===== src/rtl/car_ctrl_pkg.sv =====
// Shared definitions for the car control path: speed encodings used by
// car_speed_cntl and the pedal conditioner FSM state type.
package car_ctrl_pkg;

   // Speed encodings shared with car_speed_cntl.
   localparam logic [1:0] STOP   = 2'b00;
   localparam logic [1:0] SLOW   = 2'b01;
   localparam logic [1:0] MEDIUM = 2'b10;
   localparam logic [1:0] FAST   = 2'b11;

   // Pedal conditioner request FSM.
   //   IDLE  : no pedal being serviced
   //   BRAKE : brake held, auto-repeating brake requests
   //   ACCEL : accelerator held, auto-repeating accelerate requests
   typedef enum logic [1:0] {
      IDLE  = 2'b00,
      BRAKE = 2'b01,
      ACCEL = 2'b10
   } pedal_state_t;

endpackage : car_ctrl_pkg


===== src/rtl/pedal_debounce.sv =====
// Two-flop synchronizer followed by a stability debouncer for one raw
// pedal switch. The debounced level only changes after the synchronized
// input has disagreed with it for DEBOUNCE_CYCLES consecutive cycles.
module pedal_debounce #(
   parameter int DEBOUNCE_CYCLES = 4
) (
   input  logic clock,
   input  logic reset,
   input  logic raw,
   output logic stable
);

   localparam int CW = $clog2(DEBOUNCE_CYCLES + 1);
   localparam logic [CW-1:0] LAST = CW'(DEBOUNCE_CYCLES - 1);

   logic          sync1;
   logic          sync2;
   logic [CW-1:0] cnt;

   // Bring the asynchronous switch into the clock domain.
   always_ff @(posedge clock or posedge reset) begin
      if (reset) begin
         sync1 <= 1'b0;
         sync2 <= 1'b0;
      end else begin
         sync1 <= raw;
         sync2 <= sync1;
      end
   end

   // Count consecutive disagreeing samples; flip the level when the count
   // would reach DEBOUNCE_CYCLES, and restart on any agreeing sample.
   always_ff @(posedge clock or posedge reset) begin
      if (reset) begin
         stable <= 1'b0;
         cnt    <= '0;
      end else if (sync2 != stable) begin
         if (cnt == LAST) begin
            stable <= ~stable;
            cnt    <= '0;
         end else begin
            cnt    <= cnt + CW'(1);
         end
      end else begin
         cnt <= '0;
      end
   end

endmodule : pedal_debounce


===== src/rtl/pedal_conditioner.sv =====
// Turns bouncy asynchronous brake/accelerator switches into clean
// single-cycle step requests for car_speed_cntl, with auto-repeat while a
// pedal is held and brake always taking priority over accelerate.
//
// Request semantics: brake and accelerate are registered one-cycle pulses;
// each high cycle is exactly one step request, there is no back-pressure,
// and the two are never high in the same cycle.
module pedal_conditioner
   import car_ctrl_pkg::*;
#(
   parameter int DEBOUNCE_CYCLES = 4,
   parameter int REPEAT_CYCLES   = 16
) (
   input  logic clock,
   input  logic reset,
   input  logic keys,
   input  logic brake_raw,
   input  logic accel_raw,
   output logic brake,
   output logic accelerate,
   output logic brake_held
);

   localparam int RW = $clog2(REPEAT_CYCLES);
   localparam logic [RW-1:0] RPT_LAST = RW'(REPEAT_CYCLES - 1);

   logic          brake_db;
   logic          accel_db;

   pedal_state_t  state;
   pedal_state_t  state_nxt;
   logic [RW-1:0] rpt;
   logic [RW-1:0] rpt_nxt;
   logic          rpt_hit;
   logic          brake_nxt;
   logic          accel_nxt;

   pedal_debounce #(
      .DEBOUNCE_CYCLES (DEBOUNCE_CYCLES)
   ) u_brake_db (
      .clock  (clock),
      .reset  (reset),
      .raw    (brake_raw),
      .stable (brake_db)
   );

   pedal_debounce #(
      .DEBOUNCE_CYCLES (DEBOUNCE_CYCLES)
   ) u_accel_db (
      .clock  (clock),
      .reset  (reset),
      .raw    (accel_raw),
      .stable (accel_db)
   );

   assign rpt_hit = (rpt == RPT_LAST);

   // Next-state, repeat counter and request decode. The counter clears on
   // every state change and after each repeat pulse; ignition off parks
   // the FSM in IDLE so a pedal still held is seen as a fresh press later.
   always_comb begin
      state_nxt = state;
      rpt_nxt   = rpt;
      brake_nxt = 1'b0;
      accel_nxt = 1'b0;
      if (!keys) begin
         state_nxt = IDLE;
         rpt_nxt   = '0;
      end else begin
         case (state)
            IDLE: begin
               rpt_nxt = '0;
               if (brake_db) begin
                  state_nxt = BRAKE;
                  brake_nxt = 1'b1;
               end else if (accel_db) begin
                  state_nxt = ACCEL;
                  accel_nxt = 1'b1;
               end
            end
            BRAKE: begin
               if (!brake_db) begin
                  state_nxt = IDLE;
                  rpt_nxt   = '0;
               end else if (rpt_hit) begin
                  brake_nxt = 1'b1;
                  rpt_nxt   = '0;
               end else begin
                  rpt_nxt = rpt + RW'(1);
               end
            end
            ACCEL: begin
               if (brake_db) begin
                  // Brake overrides a held accelerator immediately.
                  state_nxt = BRAKE;
                  brake_nxt = 1'b1;
                  rpt_nxt   = '0;
               end else if (!accel_db) begin
                  state_nxt = IDLE;
                  rpt_nxt   = '0;
               end else if (rpt_hit) begin
                  accel_nxt = 1'b1;
                  rpt_nxt   = '0;
               end else begin
                  rpt_nxt = rpt + RW'(1);
               end
            end
            default: begin
               state_nxt = IDLE;
               rpt_nxt   = '0;
            end
         endcase
      end
   end

   // FSM state and repeat counter registers.
   always_ff @(posedge clock or posedge reset) begin
      if (reset) begin
         state <= IDLE;
         rpt   <= '0;
      end else begin
         state <= state_nxt;
         rpt   <= rpt_nxt;
      end
   end

   // Registered request pulses and debounced brake level for display.
   always_ff @(posedge clock or posedge reset) begin
      if (reset) begin
         brake      <= 1'b0;
         accelerate <= 1'b0;
         brake_held <= 1'b0;
      end else begin
         brake      <= brake_nxt;
         accelerate <= accel_nxt;
         brake_held <= brake_db;
      end
   end

endmodule : pedal_conditioner

===== config.mk =====
export PLATFORM = sky130hd
export DESIGN_NAME = pedal_conditioner
export DESIGN_NICKNAME = d
export VERILOG_FILES = /design/src/rtl/car_ctrl_pkg.sv /design/src/rtl/pedal_debounce.sv /design/src/rtl/pedal_conditioner.sv
export SDC_FILE = /design/constraint.sdc
export NUM_CORES = 1
export LEC_CHECK = 0
export CAP_MARGIN = 20
export CORE_MARGIN = 2
export CORE_UTILIZATION = 54
export CTS_BUF_LIST = sky130_fd_sc_hd__clkbuf_8 sky130_fd_sc_hd__clkbuf_16
export CTS_CLUSTER_DIAMETER = 120
export DETAILED_ROUTE_END_ITERATION = 8
export GPL_TIMING_DRIVEN = 1
export PLACE_DENSITY = 0.75
export REMOVE_ABC_BUFFERS = 1
export SYNTH_ARGS = -nofsm -noshare
export SYNTH_HDL_FRONTEND = slang
export SYNTH_HIERARCHICAL = 1
export SYNTH_SLANG_ARGS = --single-unit

===== constraint.sdc =====
create_clock -name clock -period 1.85 [get_ports clock]
set_input_delay 0.37 -clock clock [delete_from_list [all_inputs] [get_ports clock]]
set_output_delay 0.37 -clock clock [all_outputs]
set_load 0.05 [all_outputs]

==> out/qor.txt <==
PortBufs - 7
detailed placement HPWL - 996.1 um
Net Sw Frac - 36.91%
WP depth - 1
most frequent cells in the layout - 21 x dfrtp_1, 9 x inv_1, 7 x ha_1, 7 x clkdlybuf4s50_1
TNS Setup - 0 ns
period utilization - 94.40%
Clock Skews - 0.002066 ns
Avg Cell Area, Syn - 12.66 sq um
synthesized flop and latch total - 21
Residual DRC - 0
total gr overflow - 0
Sink Count - 21
CP top delay family - buffers and inverters
startpoint class of the critical path - flip-flop
number of post-CTS setup repair buffers - 0
clk slew on worst S/H paths - 0.07 ns
Tightest Pin Transition - 0.4923 ns
sequential power share - 43.8%
hold buffers post-CTS - 0
first drt pass iteration count - 3
via/cell ratio - 5.461
largest net degree at the start of global routing - 13
R2R Path Start - state[0]$_DFFE_PP0P_
clock buffer depth - 2
gpl congestion - 0.8559
Crit Path Class - reg -> out
most common cell after layout, fill and taps aside - dfrtp_1
Nets - 98
RR Endpoint - rpt[3]$_DFF_PP0_
Fmax - 572.6 MHz
CTS tree - done
total CTS buffers - 3
n_diodes - 0
vias in the first global route - 596
CP Max Fanout - 1
CP Data Required Time - 1.48 ns
Buf+Inv Stages, Crit Path - 1
clock share of power - 18.3%
reg2reg setup slack - 0.43 ns
Int Power - 979.7 uW
crit-path max cell delay - 0.79 ns
clock root buffer - clkbuf_8
Max rail drop VDD - 0.0007743 V
initial antenna violation count - 0
combinational share of power - 37.8%
Slowest cell on crit path - clkdlybuf4s50_1
H-tree depth - 1
Leak - 0.4988 nW
Initial DRC Count - 9
core area - 0.001689 sq mm
P per Cell Area - 1445 mW/mm^2
unrepaired setup endpoints after global routing - false
clock latency on the worst-skew pair - 0.25 ns
first-pass GRT wire length - 2484 um
NetSw - 573.3 uW
MaxCap Viol Count - 0
worst hold path type - reg -> reg
Tot GR Track Use - 17.50%
outcome - complete, no violations
Post-DRT Antenna Nets - 0
share of post-route cells with drive strength above 1 - 14.12%
max-slew violations - 0
Critical Path Sink Type - output pin
Setup violations, final - 0
Critical path origin - brake_held$_DFF_PP0_
Starting Density - 56.22%
post_cts resized - 0
routed wire length - 1318 um
io pins - 8
drt wl/cell - 12.92 um
Syn Std Cell Area - 949.7 sq um
Ys Warns - 6
register area share after synthesis - 55.34%
cells after synthesis - 75
Die Ht - 45.94 um
crit path DAT - 1.38 ns
critical path, cell by cell - clkdlybuf4s50_1
routed via count - 557
chip width - 45.94 um
min Tclk post-route - 1.746 ns
Reg2Reg Depth - 5
post-route cell area - 0.001075 sq mm
# rows - 15
die footprint - 0.002110 sq mm
Rel. slew slack - 67.08%
Cells on Worst Hold Path - 0
layout overhead on the synthesized area - 13.18%
area post-placement - 0.001030 sq mm
Finished Core Util - 63.63%
Distinct cells, synth - 25
Critical Path Sink - brake_held
Final Hold Viols - 0
## worst min path at each step
| stage | from | slack (ns) | to |
|---|---|---|---|
| floorplan | reset | 0.16 | u_accel_db/cnt[0]$_DFF_PP0_ |
| global placement | u_brake_db/sync1$_DFF_PP0_ | 0.33 | u_brake_db/sync2$_DFF_PP0_ |
| detailed placement | u_accel_db/sync1$_DFF_PP0_ | 0.34 | u_accel_db/sync2$_DFF_PP0_ |
| CTS | u_accel_db/sync1$_DFF_PP0_ | 0.35 | u_accel_db/sync2$_DFF_PP0_ |
| global route | u_accel_db/sync1$_DFF_PP0_ | 0.36 | u_accel_db/sync2$_DFF_PP0_ |
| finish | u_accel_db/sync1$_DFF_PP0_ | 0.35 | u_accel_db/sync2$_DFF_PP0_ |
## final cells by class
type | count | area [sq um]
Timing Repair Buffer | 7 | 70.07
Tap cell | 17 | 21.27
Fill cell | 141 | 614.3
Inverter | 8 | 30.03
Clock buffer | 3 | 41.29
Clock inverter | 1 | 3.754
Multi-Input combinational cell | 45 | 382.9
Sequential cell | 21 | 525.5
## layer usage
metal	track usage (%)	wire length, um	vias up
met1	23.44	616	267
li1	-	-	276
met4	12.00	39	0
met2	24.44	616	9
met5	0	0	-
met3	4.762	45	5
## per-stage QoR
| stage | hold slack (ns) | power [mW] | std cells | worst slack (ns) |
|---|---|---|---|---|
| 3_5_place_dp | 0.3355 | 1.283 | 98 | 0.3731 |
| 3_3_place_gp | 0.3330 | 1.256 | 98 | 0.3905 |
| 2_1_floorplan | 0.1610 | 1.126 | 74 | 0.5627 |
| 6_report | 0.3515 | 1.553 | 102 | 0.1036 |
| 5_1_grt | 0.3579 | 1.666 | 102 | 0.07098 |
| 4_1_cts | 0.3517 | 1.567 | 102 | 0.09039 |
## power groups by stage
stage	clock network (mW)	logic [mW]	registers (mW)
global route	0.307	0.654	0.706
finish	0.285	0.588	0.681
CTS	0.289	0.594	0.683
floorplan	0	0.369	0.757
detailed placement	0	0.591	0.691
global placement	0	0.567	0.688
## kinds of logic after synthesis
kind of cell / count (synthesis) / share of synthesized area [%]
buf+inv: 9 / 4.348
compound gates: 8 / 6.456
xor+xnor: 4 / 3.690
simple gates: 24 / 18.58
fa+ha+maj: 7 / 9.222
mux: 2 / 2.371
flops: 21 / 55.34
## cells in the mapped netlist
cell type / count / area [sq um]
a2111oi_2: 1 / 15.01
buf_6: 1 / 11.26
xor2_1: 1 / 8.760
nand2b_1: 1 / 6.260
nor2b_4: 2 / 27.53
nor2_1: 2 / 7.510
nand3_1: 1 / 5.000
ha_1: 7 / 87.58
and3_2: 1 / 7.510
a31oi_1: 1 / 6.260
nor2b_1: 1 / 6.260
xnor2_1: 3 / 26.28
nor3b_1: 4 / 30.03
nor3_2: 2 / 20.02
nor3_1: 4 / 20.02
nand2_1: 3 / 11.26
dfrtp_1: 21 / 525.5
nor4b_1: 1 / 8.760
a21oi_1: 2 / 10.01
a21o_1: 1 / 7.510
mux2_2: 2 / 22.52
inv_1: 8 / 30.03
a211oi_1: 3 / 22.52
nand3b_4: 1 / 20.02
nor4_1: 1 / 6.260
## registers in the layout, indices dropped and copies added, names as in the netlist
register	count
accelerate	1
brake	1
brake_held	1
rpt	4
state	2
u_accel_db/cnt	3
u_accel_db/stable	1
u_accel_db/sync1	1
u_accel_db/sync2	1
u_brake_db/cnt	3
u_brake_db/stable	1
u_brake_db/sync1	1
u_brake_db/sync2	1
Power figures use the tool's default switching activity.
